`config.mk`:
```
export PLATFORM = sky130hd
export DESIGN_NAME = serial_add_ctrl
export DESIGN_NICKNAME = d
export VERILOG_FILES = /design/src/rtl/serial_add_ctrl.sv
export SDC_FILE = /design/constraint.sdc
export NUM_CORES = 1
export LEC_CHECK = 0
export CAP_MARGIN = 20
export CORE_ASPECT_RATIO = 1.2
export CORE_UTILIZATION = 45
export DETAILED_ROUTE_END_ITERATION = 8
export PLACE_DENSITY = 0.83
export SLEW_MARGIN = 20
export SYNTH_ARGS = -nofsm -noshare
export SYNTH_HDL_FRONTEND = slang
export SYNTH_SLANG_ARGS = --single-unit
```
`constraint.sdc`:
```
create_clock -name clk -period 1.2 [get_ports clk]
set_input_delay 0.36 -clock clk [delete_from_list [all_inputs] [get_ports clk]]
set_output_delay 0.36 -clock clk [all_outputs]
set_load 0.05 [all_outputs]
```
`src/rtl/serial_add_ctrl.sv`:
```
// Bit-serial adder sequencer: one shared full_adder cell processes the operands
// LSB first, one bit per cycle, with the carry held in a register between bits.

module full_adder (
  input  logic a,
  input  logic b,
  input  logic c_in,
  output logic s,
  output logic c_out
);
  assign s     = a ^ b ^ c_in;
  assign c_out = (a & b) | (c_in & (a ^ b));
endmodule

module serial_add_ctrl #(
  parameter int WIDTH = 8
) (
  input  logic             clk,
  input  logic             rst,
  input  logic             start,
  input  logic [WIDTH-1:0] op_a,
  input  logic [WIDTH-1:0] op_b,
  input  logic             c_in,
  output logic             ready,
  output logic             busy,
  output logic             done,
  output logic [WIDTH-1:0] sum,
  output logic             c_out
);
  localparam int CW = $clog2(WIDTH) + 1;
  localparam logic [CW-1:0] CNT_ZERO = CW'(0);
  localparam logic [CW-1:0] CNT_ONE  = CW'(1);
  localparam logic [CW-1:0] CNT_LAST = CW'(WIDTH - 1);

  typedef enum logic [1:0] {
    IDLE = 2'd0,
    RUN  = 2'd1,
    DONE = 2'd2
  } state_t;

  state_t           state_r;
  state_t           state_next_s;
  logic [WIDTH-1:0] a_sh_r;
  logic [WIDTH-1:0] b_sh_r;
  logic [WIDTH-1:0] s_sh_r;
  logic [WIDTH-1:0] s_shift_s;
  logic             carry_r;
  logic [CW-1:0]    cnt_r;
  logic             load_s;
  logic             last_bit_s;
  logic             fa_sum_s;
  logic             fa_cout_s;
  logic             ready_r;
  logic             busy_r;
  logic             done_r;
  logic [WIDTH-1:0] sum_r;
  logic             c_out_r;

  full_adder u_fa (
    .a     (a_sh_r[0]),
    .b     (b_sh_r[0]),
    .c_in  (carry_r),
    .s     (fa_sum_s),
    .c_out (fa_cout_s)
  );

  // Next-state decode plus accept/last-bit strobes for the datapath.
  always_comb begin
    state_next_s = state_r;
    load_s       = 1'b0;
    last_bit_s   = 1'b0;
    case (state_r)
      IDLE, DONE: begin
        if (start) begin
          state_next_s = RUN;
          load_s       = 1'b1;
        end else begin
          state_next_s = IDLE;
        end
      end
      RUN: begin
        if (cnt_r == CNT_LAST) begin
          state_next_s = DONE;
          last_bit_s   = 1'b1;
        end else begin
          state_next_s = RUN;
        end
      end
      default: state_next_s = IDLE;
    endcase
  end

  // Sum shift register with the freshly computed bit entering at the MSB.
  always_comb begin
    s_shift_s            = s_sh_r >> 1'b1;
    s_shift_s[WIDTH-1]   = fa_sum_s;
  end

  // State register.
  always_ff @(posedge clk) begin
    if (rst) begin
      state_r <= IDLE;
    end else begin
      state_r <= state_next_s;
    end
  end

  // Operand/sum shifters, carry, bit counter and registered status outputs.
  always_ff @(posedge clk) begin
    if (rst) begin
      a_sh_r  <= '0;
      b_sh_r  <= '0;
      s_sh_r  <= '0;
      carry_r <= 1'b0;
      cnt_r   <= CNT_ZERO;
      ready_r <= 1'b1;
      busy_r  <= 1'b0;
      done_r  <= 1'b0;
      sum_r   <= '0;
      c_out_r <= 1'b0;
    end else begin
      ready_r <= (state_next_s == IDLE) || (state_next_s == DONE);
      busy_r  <= (state_next_s == RUN);
      done_r  <= last_bit_s;
      if (load_s) begin
        a_sh_r  <= op_a;
        b_sh_r  <= op_b;
        carry_r <= c_in;
        cnt_r   <= CNT_ZERO;
      end else if (state_r == RUN) begin
        a_sh_r  <= a_sh_r >> 1'b1;
        b_sh_r  <= b_sh_r >> 1'b1;
        s_sh_r  <= s_shift_s;
        carry_r <= fa_cout_s;
        cnt_r   <= cnt_r + CNT_ONE;
        // The final bit is folded in here so sum is valid in the done cycle.
        if (last_bit_s) begin
          sum_r   <= s_shift_s;
          c_out_r <= fa_cout_s;
        end
      end
    end
  end

  assign ready = ready_r;
  assign busy  = busy_r;
  assign done  = done_r;
  assign sum   = sum_r;
  assign c_out = c_out_r;
endmodule

```
==> results of run 1 <==
[cell families (layout without fill, tap and decap cells)]
kind of cell               count (synthesis)  in the layout  share of synthesized area, %
buffers and inverters                     16             60                          6.54
DFF                                       42             42                          49.9
muxes                                     11             11                          6.54
AOI/OAI and AO/OA                         40             40                          14.1
and+or+nand+nor                           69             70                          19.9
xor gates and xnor gates                   2              2                          1.04
adders and majority gates                  2              2                          1.93
[report_power, final]
part	internal [W]	switching, W	total (W)
clock	0.000464	0.000442	0.000906
sequential	0.00145	0.0000370	0.00149
combinational	0.000215	0.000201	0.000416
[synthesized netlist by cell type]
library cell,count
mux2i_1,11
xnor2_1,1
and2b_1,1
nor2_1,2
clkinv_1,1
a21oi_1,25
nor2b_1,1
buf_2,4
nand4_1,1
or2_1,1
nor3_1,4
nand2b_1,2
ha_1,1
nand3b_1,2
a22oi_1,15
or3_1,1
dfxtp_1,42
nor3_2,1
nor2_8,1
buf_4,4
xor2_1,1
nand2_1,34
clkbuf_1,3
buf_6,4
fa_1,1
nand3_1,18
[flip-flops by register name, summed over array words and instances, names as in the netlist]
register	cells
busy	1
ready	1
c_out	1
sum	8
cnt_r	4
b_sh_r	8
state_r	2
carry_r	1
done	1
a_sh_r	8
s_sh_r	7
[final timing paths]
kind / end / start / slack [ns]
max: sum[4] / sum[4]$_SDFFE_PP0P_ / 0.03
min: s_sh_r[1]$_SDFFE_PP0P_ / s_sh_r[1]$_SDFFE_PP0P_ / 0.46
max reg2reg: sum[1]$_SDFFE_PP0P_ / cnt_r[1]$_SDFFE_PP0N_ / 0.03
min reg2reg: s_sh_r[1]$_SDFFE_PP0P_ / s_sh_r[1]$_SDFFE_PP0P_ / 0.46
[per-layer routing]
metal,vias to the layer above,track usage [%]
met3,7,5.07
met1,638,23.1
met4,0,7.14
met5,-,0
met2,41,26.1
li1,720,-
[metrics by stage]
step | util [%] | hold WS [ns]
after global placement | 62.2 | 0.444
after CTS | 65.4 | 0.458
final | 67.2 | 0.457
after global routing | 67.2 | 0.481
after detailed placement | 62.2 | 0.447
after floorplan | - | 0.437
[area by class of cell]
type	count	area, um2	area share (%)
sequential	42	855	35.3
timing repair buffer	51	644	26.6
clock inverter	1	5.00	0.207
tap	39	48.8	2.02
multi-input combinational	125	778	32.1
inverter	1	3.75	0.155
clock buffer	7	86.3	3.57
[repair_timing]
item	4_1_cts	5_1_grt
pin swaps	1	1
setup endpoints to repair	31	35
buffers inserted	0	2
cloned	1	2
gates resized for setup	4	17
hold endpoints to repair	0	0
==> metrics, run 1 <==
status finished, violations left; failing checks design-rule violations; crit end category output port; CP Class flip-flop to output port; min-delay worst type flip-flop to flip-flop; initial antenna violation count 0; static leakage slightly above 0.9 nW; IO buf count 31; startpoint types flip-flop; most frequent cells in the layout nand2_1 (34), dfxtp_1 (31), a21oi_1 (25); met1 wire length ~1400 um; remaining routing DRC violations 5; Cell variety after synth 26; worst reg-to-reg path cell count 5; final wirelength 3300 um; row cnt 24; # IOs 32; Cells after DPL 253; uppermost layer routed met4; clk_lat worst skew 0.29 ns; PwrDens between 1000 and 1500 mW/mm2; clock sink total 42; Total Nets Final about 250; unrepaired setup endpoints after global routing yes; register area share after synthesis about half; Max stage delay on crit path ~0.38 ns; CTS Buf Count 5; share of cells above drive strength 1 26.0%; CTS tree yes; dpl cell area between 0.002 and 0.0025 mm2; Total GRT Usage between 10% and 20%; clk slew on worst S/H paths 0.08 ns; cts hold-fix bufs 0; dpl ws -0.439 ns; commonest non-fill, non-tap cell in the layout nand2_1; drt first pass iters 7; via count ~1400; Synth Area per Inst 9.25 um2; detailed-route vias per instance 5.29; total number of yosys warnings 0; area grow syn2layout 43.8%; routed length on met2 roughly 1600 um; critical path's slowest cell dfxtp_1; Final min period ~1.2 ns; final instance area 0.00242 mm2; synthesized instance count 182; DRT iter0 DRCs 52; die height between 60 and 70 um; total power around 0.0028 W; crit path buf inv count 1; post-synth top area share 49.9%; WP data required about 0.84 ns; Core Region approximately 0.0036 mm2; Starting Density 46.7%; clock buffer depth 2; Root Buffer clkbuf_8; first-pass GRT wire length 5370 um; Final WS setup roughly 0.025 ns; Worst Hold Depth 2; Final Max Slew Viols 0; Fill cells around 270; Worst-Margin Slew ~0.22 ns; synthesized cell area about 0.0017 mm2; Final setup viols 0; routability congestion estimate around 0.77; HPWL Detailed ~2200 um; Ant. Diodes 0; TNS Setup 0 ns; Die Area 0.00399 mm2; Critical Path AT a little over 0.8 ns; skew final approximately 0.0056 ns; antenna viol nets, final 0; CTS HTree Levels 2; vias in the first global route ~1200; Worst slew margin between 80% and 90%; top cell type by total area after synthesis dfxtp_1; GRT Residual Overflow 0; Top delay family on crit path flip-flops; met3 wire length 156 um; Mapped Nets 204; critical path depth 1; post-route insts no fill roughly 270; Max-Cap Viols 0; final worst path period share a little over nine tenths; Yosys reg bits 42; Die Span X 57.8 um; Final Hold Viols 0; largest net degree at the start of global routing 23; fmax about 850 MHz; crit-path max FO 2; top post-synthesis cells by area dfxtp_1 (50%), nand2_1 (7.6%), a21oi_1 (7.4%); WL/cell about 12 um; VDD IR max ~0.00084 V; crit-path cells buf_12
Power figures use the tool's default switching activity.
==> run 2: changes to the inputs <==
CTS_CLUSTER_SIZE = 20   (was not set)
==> results of run 2 <==
No change in the layout: final DEF, timing and power equal those of run 1.
==> run 3: changes to the inputs <==
CTS_CLUSTER_DIAMETER = 30   (was not set)
==> results of run 3 <==
No change in the layout: final DEF, timing and power equal those of run 1.
